<file path="src/rtl/if_fetch_queue_if.sv">
// Fetch-unit bus bundle: redirect, instruction-memory request/response and decode handshake.
interface if_fetch_queue_if;
  logic        redirect;
  logic [31:0] redirect_pc;
  logic        imem_req;
  logic [31:0] imem_addr;
  logic        imem_ready;
  logic        imem_rvalid;
  logic [31:0] imem_rdata;
  logic        id_valid;
  logic [31:0] id_instr;
  logic [31:0] id_pc;
  logic        id_ready;

  // Fetch unit side
  modport master (
    input  redirect, redirect_pc, imem_ready, imem_rvalid, imem_rdata, id_ready,
    output imem_req, imem_addr, id_valid, id_instr, id_pc
  );

  // Environment side: memory, decoder and branch unit
  modport slave (
    output redirect, redirect_pc, imem_ready, imem_rvalid, imem_rdata, id_ready,
    input  imem_req, imem_addr, id_valid, id_instr, id_pc
  );
endinterface

</file>
<file path="src/rtl/if_fetch_queue.sv">
// Instruction fetch front end: sequential address generation, credit-limited
// memory requests, PC-tagged in-order instruction queue, redirect with flush.
module if_fetch_queue #(
  parameter int unsigned DEPTH    = 4,
  parameter logic [31:0] RESET_PC = 32'h0000_0000
) (
  input logic              clk,
  input logic              reset,
  if_fetch_queue_if.master bus
);

  localparam int unsigned PTR_W = $clog2(DEPTH);
  localparam int unsigned CNT_W = PTR_W + 1;
  localparam int unsigned CRD_W = CNT_W + 1;
  localparam logic [31:0] NOP   = 32'h0000_0013;

  typedef struct packed {
    logic [31:0] instr;
    logic [31:0] pc;
  } entry_t;

  logic [31:0]      fetch_pc;
  entry_t           q_mem [DEPTH];
  logic [PTR_W-1:0] rd_ptr;
  logic [PTR_W-1:0] wr_ptr;
  logic [CNT_W-1:0] count;
  logic [CNT_W-1:0] outstanding;
  logic [CNT_W-1:0] drop;
  logic [31:0]      pcq [DEPTH];
  logic [PTR_W-1:0] pcq_rd;
  logic [PTR_W-1:0] pcq_wr;

  logic             req_c;
  logic             accept_c;
  logic             rsp_c;
  logic             discard_c;
  logic             push_c;
  logic             pop_c;
  logic             head_valid_c;
  logic [CRD_W-1:0] credit_used_c;
  logic [31:0]      redir_target_c;

  // Credit rule: queued plus in-flight (stale included) never exceeds DEPTH,
  // so every accepted request has a guaranteed queue slot.
  always_comb begin
    credit_used_c  = CRD_W'(count) + CRD_W'(outstanding);
    req_c          = !reset && !bus.redirect && (credit_used_c < CRD_W'(DEPTH));
    accept_c       = req_c && bus.imem_ready;
    rsp_c          = bus.imem_rvalid && (outstanding != '0);
    discard_c      = rsp_c && (drop != '0);
    head_valid_c   = (count != '0);
    push_c         = rsp_c && (drop == '0) && !bus.redirect;
    pop_c          = head_valid_c && bus.id_ready && !bus.redirect;
    redir_target_c = bus.redirect_pc & 32'hFFFF_FFFC;
  end

  // Control state: pointers, counters, fetch PC; redirect overrides push/pop.
  always_ff @(posedge clk) begin
    if (reset) begin
      fetch_pc    <= RESET_PC;
      rd_ptr      <= '0;
      wr_ptr      <= '0;
      count       <= '0;
      outstanding <= '0;
      drop        <= '0;
      pcq_rd      <= '0;
      pcq_wr      <= '0;
    end else begin
      if (accept_c) pcq_wr <= pcq_wr + PTR_W'(1);
      if (rsp_c)    pcq_rd <= pcq_rd + PTR_W'(1);
      outstanding <= outstanding + CNT_W'(accept_c) - CNT_W'(rsp_c);
      if (bus.redirect) begin
        fetch_pc <= redir_target_c;
        drop     <= outstanding - CNT_W'(rsp_c);
        rd_ptr   <= '0;
        wr_ptr   <= '0;
        count    <= '0;
      end else begin
        if (accept_c)  fetch_pc <= fetch_pc + 32'd4;
        if (discard_c) drop     <= drop - CNT_W'(1);
        if (push_c)    wr_ptr   <= wr_ptr + PTR_W'(1);
        if (pop_c)     rd_ptr   <= rd_ptr + PTR_W'(1);
        count <= count + CNT_W'(push_c) - CNT_W'(pop_c);
      end
    end
  end

  // Storage for request tags and queued instructions; validity lives in the counters.
  always_ff @(posedge clk) begin
    if (accept_c) pcq[pcq_wr] <= fetch_pc;
    if (push_c)   q_mem[wr_ptr] <= '{instr: bus.imem_rdata, pc: pcq[pcq_rd]};
  end

  // Outputs: request side is combinational, decode side reads registered state only.
  always_comb begin
    bus.imem_req  = req_c;
    bus.imem_addr = fetch_pc;
    bus.id_valid  = head_valid_c;
    bus.id_instr  = head_valid_c ? q_mem[rd_ptr].instr : NOP;
    bus.id_pc     = head_valid_c ? q_mem[rd_ptr].pc : 32'h0;
  end

endmodule
</file>
<file path="src/flat_wrapper.sv">
// flat-port wrapper written by rule: the top's interface ports become plain ports
module if_fetch_queue_flat 
#(
  parameter int unsigned DEPTH    = 4,
  parameter logic [31:0] RESET_PC = 32'h0000_0000
)
  (clk, reset, bus_redirect, bus_redirect_pc, bus_imem_ready, bus_imem_rvalid, bus_imem_rdata, bus_id_ready, bus_imem_req, bus_imem_addr, bus_id_valid, bus_id_instr, bus_id_pc);
  if_fetch_queue_if bus_i ();
  input logic clk;
  input logic reset;
  input wire logic [$bits(bus_i.redirect)-1:0] bus_redirect;
  input wire logic [$bits(bus_i.redirect_pc)-1:0] bus_redirect_pc;
  input wire logic [$bits(bus_i.imem_ready)-1:0] bus_imem_ready;
  input wire logic [$bits(bus_i.imem_rvalid)-1:0] bus_imem_rvalid;
  input wire logic [$bits(bus_i.imem_rdata)-1:0] bus_imem_rdata;
  input wire logic [$bits(bus_i.id_ready)-1:0] bus_id_ready;
  output wire logic [$bits(bus_i.imem_req)-1:0] bus_imem_req;
  output wire logic [$bits(bus_i.imem_addr)-1:0] bus_imem_addr;
  output wire logic [$bits(bus_i.id_valid)-1:0] bus_id_valid;
  output wire logic [$bits(bus_i.id_instr)-1:0] bus_id_instr;
  output wire logic [$bits(bus_i.id_pc)-1:0] bus_id_pc;
  assign bus_i.redirect = bus_redirect;
  assign bus_i.redirect_pc = bus_redirect_pc;
  assign bus_i.imem_ready = bus_imem_ready;
  assign bus_i.imem_rvalid = bus_imem_rvalid;
  assign bus_i.imem_rdata = bus_imem_rdata;
  assign bus_i.id_ready = bus_id_ready;
  assign bus_imem_req = bus_i.imem_req;
  assign bus_imem_addr = bus_i.imem_addr;
  assign bus_id_valid = bus_i.id_valid;
  assign bus_id_instr = bus_i.id_instr;
  assign bus_id_pc = bus_i.id_pc;
  if_fetch_queue #(.DEPTH(DEPTH), .RESET_PC(RESET_PC)) u_core (.clk(clk), .reset(reset), .bus(bus_i));
endmodule
</file>
<file path="config.mk">
export PLATFORM = sky130hd
export DESIGN_NAME = if_fetch_queue_flat
export DESIGN_NICKNAME = d
export VERILOG_FILES = /design/src/rtl/if_fetch_queue_if.sv /design/src/rtl/if_fetch_queue.sv /design/src/flat_wrapper.sv
export SDC_FILE = /design/constraint.sdc
export NUM_CORES = 1
export LEC_CHECK = 0
export ABC_AREA = 1
export CAP_MARGIN = 5
export CORE_ASPECT_RATIO = 1.4
export CORE_MARGIN = 2
export CORE_UTILIZATION = 57
export DETAILED_ROUTE_END_ITERATION = 16
export DONT_BUFFER_PORTS = 1
export PLACE_DENSITY_LB_ADDON = 0.12
export SYNTH_ARGS = -nofsm -noshare
export SYNTH_HDL_FRONTEND = slang
export SYNTH_SLANG_ARGS = --single-unit
</file>
<file path="constraint.sdc">
create_clock -name clk -period 3.95 [get_ports clk]
set_input_delay 0.5925 -clock clk [delete_from_list [all_inputs] [get_ports clk]]
set_output_delay 0.5925 -clock clk [all_outputs]
set_load 0.01 [all_outputs]
</file>
== Yosys cells after proc, flatten, opt, wreduce, memory -nomap -nowiden ==
Memory sizes are Yosys's and may differ from the RTL's. A register that Yosys moved wholly into a read port is not among the register bits.
Cells that the tools add are included.
Operators by class
  reduce and logical (&&, ||, !) cells: 18
  mux-type cells: 14
  order comparisons: 1
  add/subtract/negate cells: 12
Operator list (count)
  two-way mux 32 bit: 4
  adder 32 x 3 -> 32 bit (second input constant): 1
  logical AND 1 bit: 9
  nonzero test 3 bit: 3
  subtractor 3 x 1 -> 3 bit: 3
  adder 2 x 1 -> 2 bit (second input constant): 4
  two-way mux 2 bit: 4
  adder 3 x 1 -> 3 bit: 2
  two-way mux 3 bit: 2
  adder 3 x 3 -> 4 bit: 1
  < comparator 4 x 3 -> 1 bit (second input constant): 1
  two-way mux 1 bit: 4
  nonzero test 2 bit: 2
  zero test 3 bit: 1
  subtractor 3 x 1 -> 3 bit (second input constant): 1
  zero test 1 bit: 2
  OR reduction 2 bit: 1
Word-level totals
  memories kept: 2
  output and inout port bits: 98
  memory bits (writable): 384
  bits of input ports: 70
  flip-flop bits (word level): 49
  logic and storage cells: 56
Memories
  u_core.q_mem: words 4, width 64, rd ports 1, clocked after memory_dff 1, write ports 1, line if_fetch_queue.sv:23  | entry_t q_mem [DEPTH];
  u_core.pcq: words 4, width 32, rd ports 1, clocked after memory_dff 1, write ports 1, line if_fetch_queue.sv:29  | logic [31:0] pcq [DEPTH];

== Depth between registers and ports, before layout ==
  depth after elaboration: 6
  mapped depth: 12
  depth with buffers taken out: 12

== Worst setup path after synthesis ==
OpenSTA, ideal clock, no wires.
  path kind: input port to flip-flop
  start: input bus_redirect
  end: memory u_core.q_mem[0][10] (netlist bit), enable pin
  slack: -237 ps
  stages: 4
  required time: 3468 ps
  buffers on the path: 1
  arrival: 3705 ps
  library setup time: 482 ps
  cells stage by stage: buf_6 nor3_1 inv_1 nor2_1
Between the ends
  cells in the longest elaborated chain, start to end: 4
Ends and longest elaborated chain
  start: declaration: line flat_wrapper.sv:11  | input wire logic [$bits(bus_i.redirect)-1:0] bus_redirect;
  zero test 1 bit: line if_fetch_queue.sv:52  | push_c = rsp_c && (drop == '0) && !bus.redirect;
  logical AND 1 bit: line if_fetch_queue.sv:52
  two-way mux 1 bit: line if_fetch_queue.sv:91  | if (push_c) q_mem[wr_ptr] <= '{instr: bus.imem_rdata, pc: pcq[pcq_rd]};
  two-way mux 1 bit (not written as such): line if_fetch_queue.sv:91
  end: declaration: line if_fetch_queue.sv:23
Every way passes these cells.

==> summary.md <==
| Metric | Value |
|---|---|
| Compound-Gate Fraction of Synth Area | 0.103 |
| Worst vdd ir | 0.359 mV |
| Yosys top cell by area | edfxtp_1 |
| CTS Hold Buffers Added | 0 |
| Netlist Area Pre-Place | around 17,000 um^2 |
| Syn. warnings | 0 |
| Cell Rows | 75 |
| Fin nets | between 1,500 and 2,000 |
| Min-delay worst type | in2reg |
| Mux contribution to synthesized area | 0 |
| GPL Wtd Cong | about 0.88 |
| MaxCap Viol Count | 0 |
| Post-synthesis adder-cell area fraction | 0.0161 |
| Most area-consuming cells after synthesis | edfxtp_1, nor2_1, o21ai_0, dfxtp_1, nand2_1 |
| IO Count | roughly 170 |
| Non-Filler Instances | ~1,900 |
| Placed insts | 1,874 |
| Syn Inst Count | between 1,500 and 2,000 |
| Most used DFF post-synth | edfxtp_1 |
| Htree depth | 2 |
| Startpoint types | flip-flop |
| DP Wirelength | between 20,000 and 25,000 um |
| Core box area | around 30,000 um^2 |
| Syn avg cell area | approximately 11 um^2 |
| Xor/xnor cell area share of the yosys netlist | 0.00609 |
| Skew-Pair Late Insertion Delay | 530 ps |
| Initial Util | 0.578 |
| Yosys top cell area share | 0.641 |
| Final hold vios | 0 |
| Status | completed |
| Gr usage total | 0.231 |
| Die X | 151 um |
| Seq/Total Area, Yosys | 0.700 |
| Postcts setup bufs | 0 |
| Post-synthesis cell type count | 36 |
| Crit path kind | reg2out |
| Crit path max fanout | 47 |
| Clock tree buffer depth | 3 |
| ANT cells | 0 |
| Fillers | approximately 2,400 |
| Grt ovf | 0 |
| Largest family of logic cells by synthesized area | simple AND/OR/NAND/NOR gates |
| Fin util | 0.635 |
| CTS tree | yes |
| Post-synth EDFFs | ~370 |
| Clock-pin slew on the worst setup and hold paths | roughly 60 ps |
| CP peak stage delay | between 500 and 600 ps |
| Post-DRT Antenna Nets | 0 |
| Tightest Pin Transition | approximately 1000 ps |
| Pleak | around 6.5 nW |
| Initial antenna violation count | 0 |
| # resized after CTS | 0 |
| Layout cells sized above 1 | 0.0700 |
| Area grow syn2layout | 9.79% |
| Final worst path period need | about 3300 ps |
| Final wirelength | 36,400 um |
| Asr flop ratio synth | 0 |
| First-pass GRT wire length | ~56,000 um |
| Setup total negative slack | 0 ps |
| CP top delay family | buffers and inverters |
| Slowest-stage cell, CP | inv_2 |
| Root buf cell | clkbuf_16 |
| Residual DRC count | 0 |
| Final setup violation count | 0 |
| DRT iter0 DRCs | 645 |
| Fmax | between 0.3 and 0.4 GHz |
| Buf+Inv Stages, Crit Path | 2 |
| Initial DRT Pass Iterations | 5 |
| Total CTS buffers | 39 |
| Endpoint class of the critical path | output port |
| Cell Chain, Critical Path | inv_2, buf_4, o21ai_0, a21oi_1 |
| Clk sinks | ~420 |
| #FFs+latches synth | around 420 |
| Die area | 31,700 um^2 |
| Vias in the first global route | 10,831 |
| RSZ-0062 raised after global routing | no |
| Worst Path Arrival | about 2700 ps |
| Largest net degree at the start of global routing | between 60 and 70 |
| Relative slew slack | 0.332 |
| Worst-case clock skew | between 10 and 15 ps |
| Max-slew violation count | 0 |
| DR vias | 10,983 |
| Final Cycle Share | 0.843 |
| Critical Path RT | roughly 3400 ps |
| Buffers on Ports | 0 |
| Power Dens Cells | approximately 530 nW/um^2 |
| Synth Area in Simple Gates | 0.133 |
| Die Height | 210 um |
| Final Total Pwr | ~10 mW |
| DR vias/cell | roughly 5.7 |
| Drt wl/cell | around 19 um |
[state kept, by name, summed over array words and instances (netlist names), named ones only]
register,cells
u_core.outstanding,3
u_core.bus.imem_addr,30
u_core.drop,3
u_core.q_mem,248
u_core.pcq_rd,2
u_core.pcq,120
u_core.wr_ptr,2
u_core.pcq_wr,2
u_core.count,3
u_core.rd_ptr,2
[Yosys cell counts (all sizes together) (3+ instances only)]
master and count:
nor2 377, edfxtp 368, o21ai 211, nand2 149, inv 91, a21oi 90, clkbuf 58, dfxtp 51
nand3 41, o22ai 30, buf 26, ha 19, xnor2 6, xor2 6, a31oi 4, nor3 3
o311ai 3
[routing by layer]
layer,GRT usage,routed length (um),up-vias
met1,0.275,14100,5273
met3,0.0524,2510,74
met5,0,0,-
li1,-,-,5306
met4,0.0857,1130,0
met2,0.407,18700,330
[through the flow]
| stage | hold WS, ps | cell area [um^2] | setup WS, ps |
|---|---|---|---|
| 2_1_floorplan | 436 | 17300 | -237 |
| 3_3_place_gp | 452 | 17700 | 1190 |
| 3_5_place_dp | 456 | 17700 | 1130 |
| 4_1_cts | 104 | 18900 | 563 |
| 5_1_grt | 103 | 18900 | 415 |
| 6_report | 132 | 18900 | 621 |
[layout by cell type, fill, tap and decap left out, types with 9 or more instances in the layout]
master,instances
o22ai_1,30
nand2_1,145
inv_1,89
nand3_1,41
ha_1,19
dfxtp_1,49
clkbuf_16,41
nor2_2,9
buf_4,19
edfxtp_1,368
a21oi_1,90
nor2_1,362
o21ai_0,209
[worst register-to-register path: stages (launching register included)]
cell	delay, ps
dfxtp_1	320
inv_1	80
ha_1	140
inv_1	40
nor2_1	120
inv_1	60
nor3_1	330
inv_1	310
nor2_4	470
buf_12	360
[final cells by class]
cell class	instances	area [um^2]	area share
multi-input cells	955	4510	0.238
clock buffers	46	1040	0.0552
repair buffers	24	243	0.0128
well taps	385	482	0.0254
flip-flops and latches	419	12100	0.638
inverters	91	342	0.0180
clock inverters	23	234	0.0124
[final timing paths]
check	from	to	slack, ps	cells past startpoint
hold / removal	reset	u_core.bus.imem_addr[4]$_SDFFE_PP0P_	130	1
setup / recovery	flip-flop	bus_id_pc[16]	620	4
hold reg to reg	u_core.rd_ptr[1]$_SDFFE_PP0P_	flip-flop	470	2
setup reg to reg	u_core.drop[0]$_SDFFE_PP0P_	u_core.q_mem[2][43]$_DFFE_PP_	1360	9
[power by group]
group	leakage (nW)	internal [mW]	switching, mW
combinational	2.16	0.264	0.699
clock	0.618	2.16	1.57
sequential	3.76	5.14	0.125
[kinds of logic after synthesis]
family / Yosys count
other: 1
buffers and inverters: 175
adders and majority gates: 21
AOI/OAI and AO/OA: 341
and+or+nand+nor: 577
xor gates and xnor gates: 12
DFF: 419
Power figures use the tool's default switching activity.
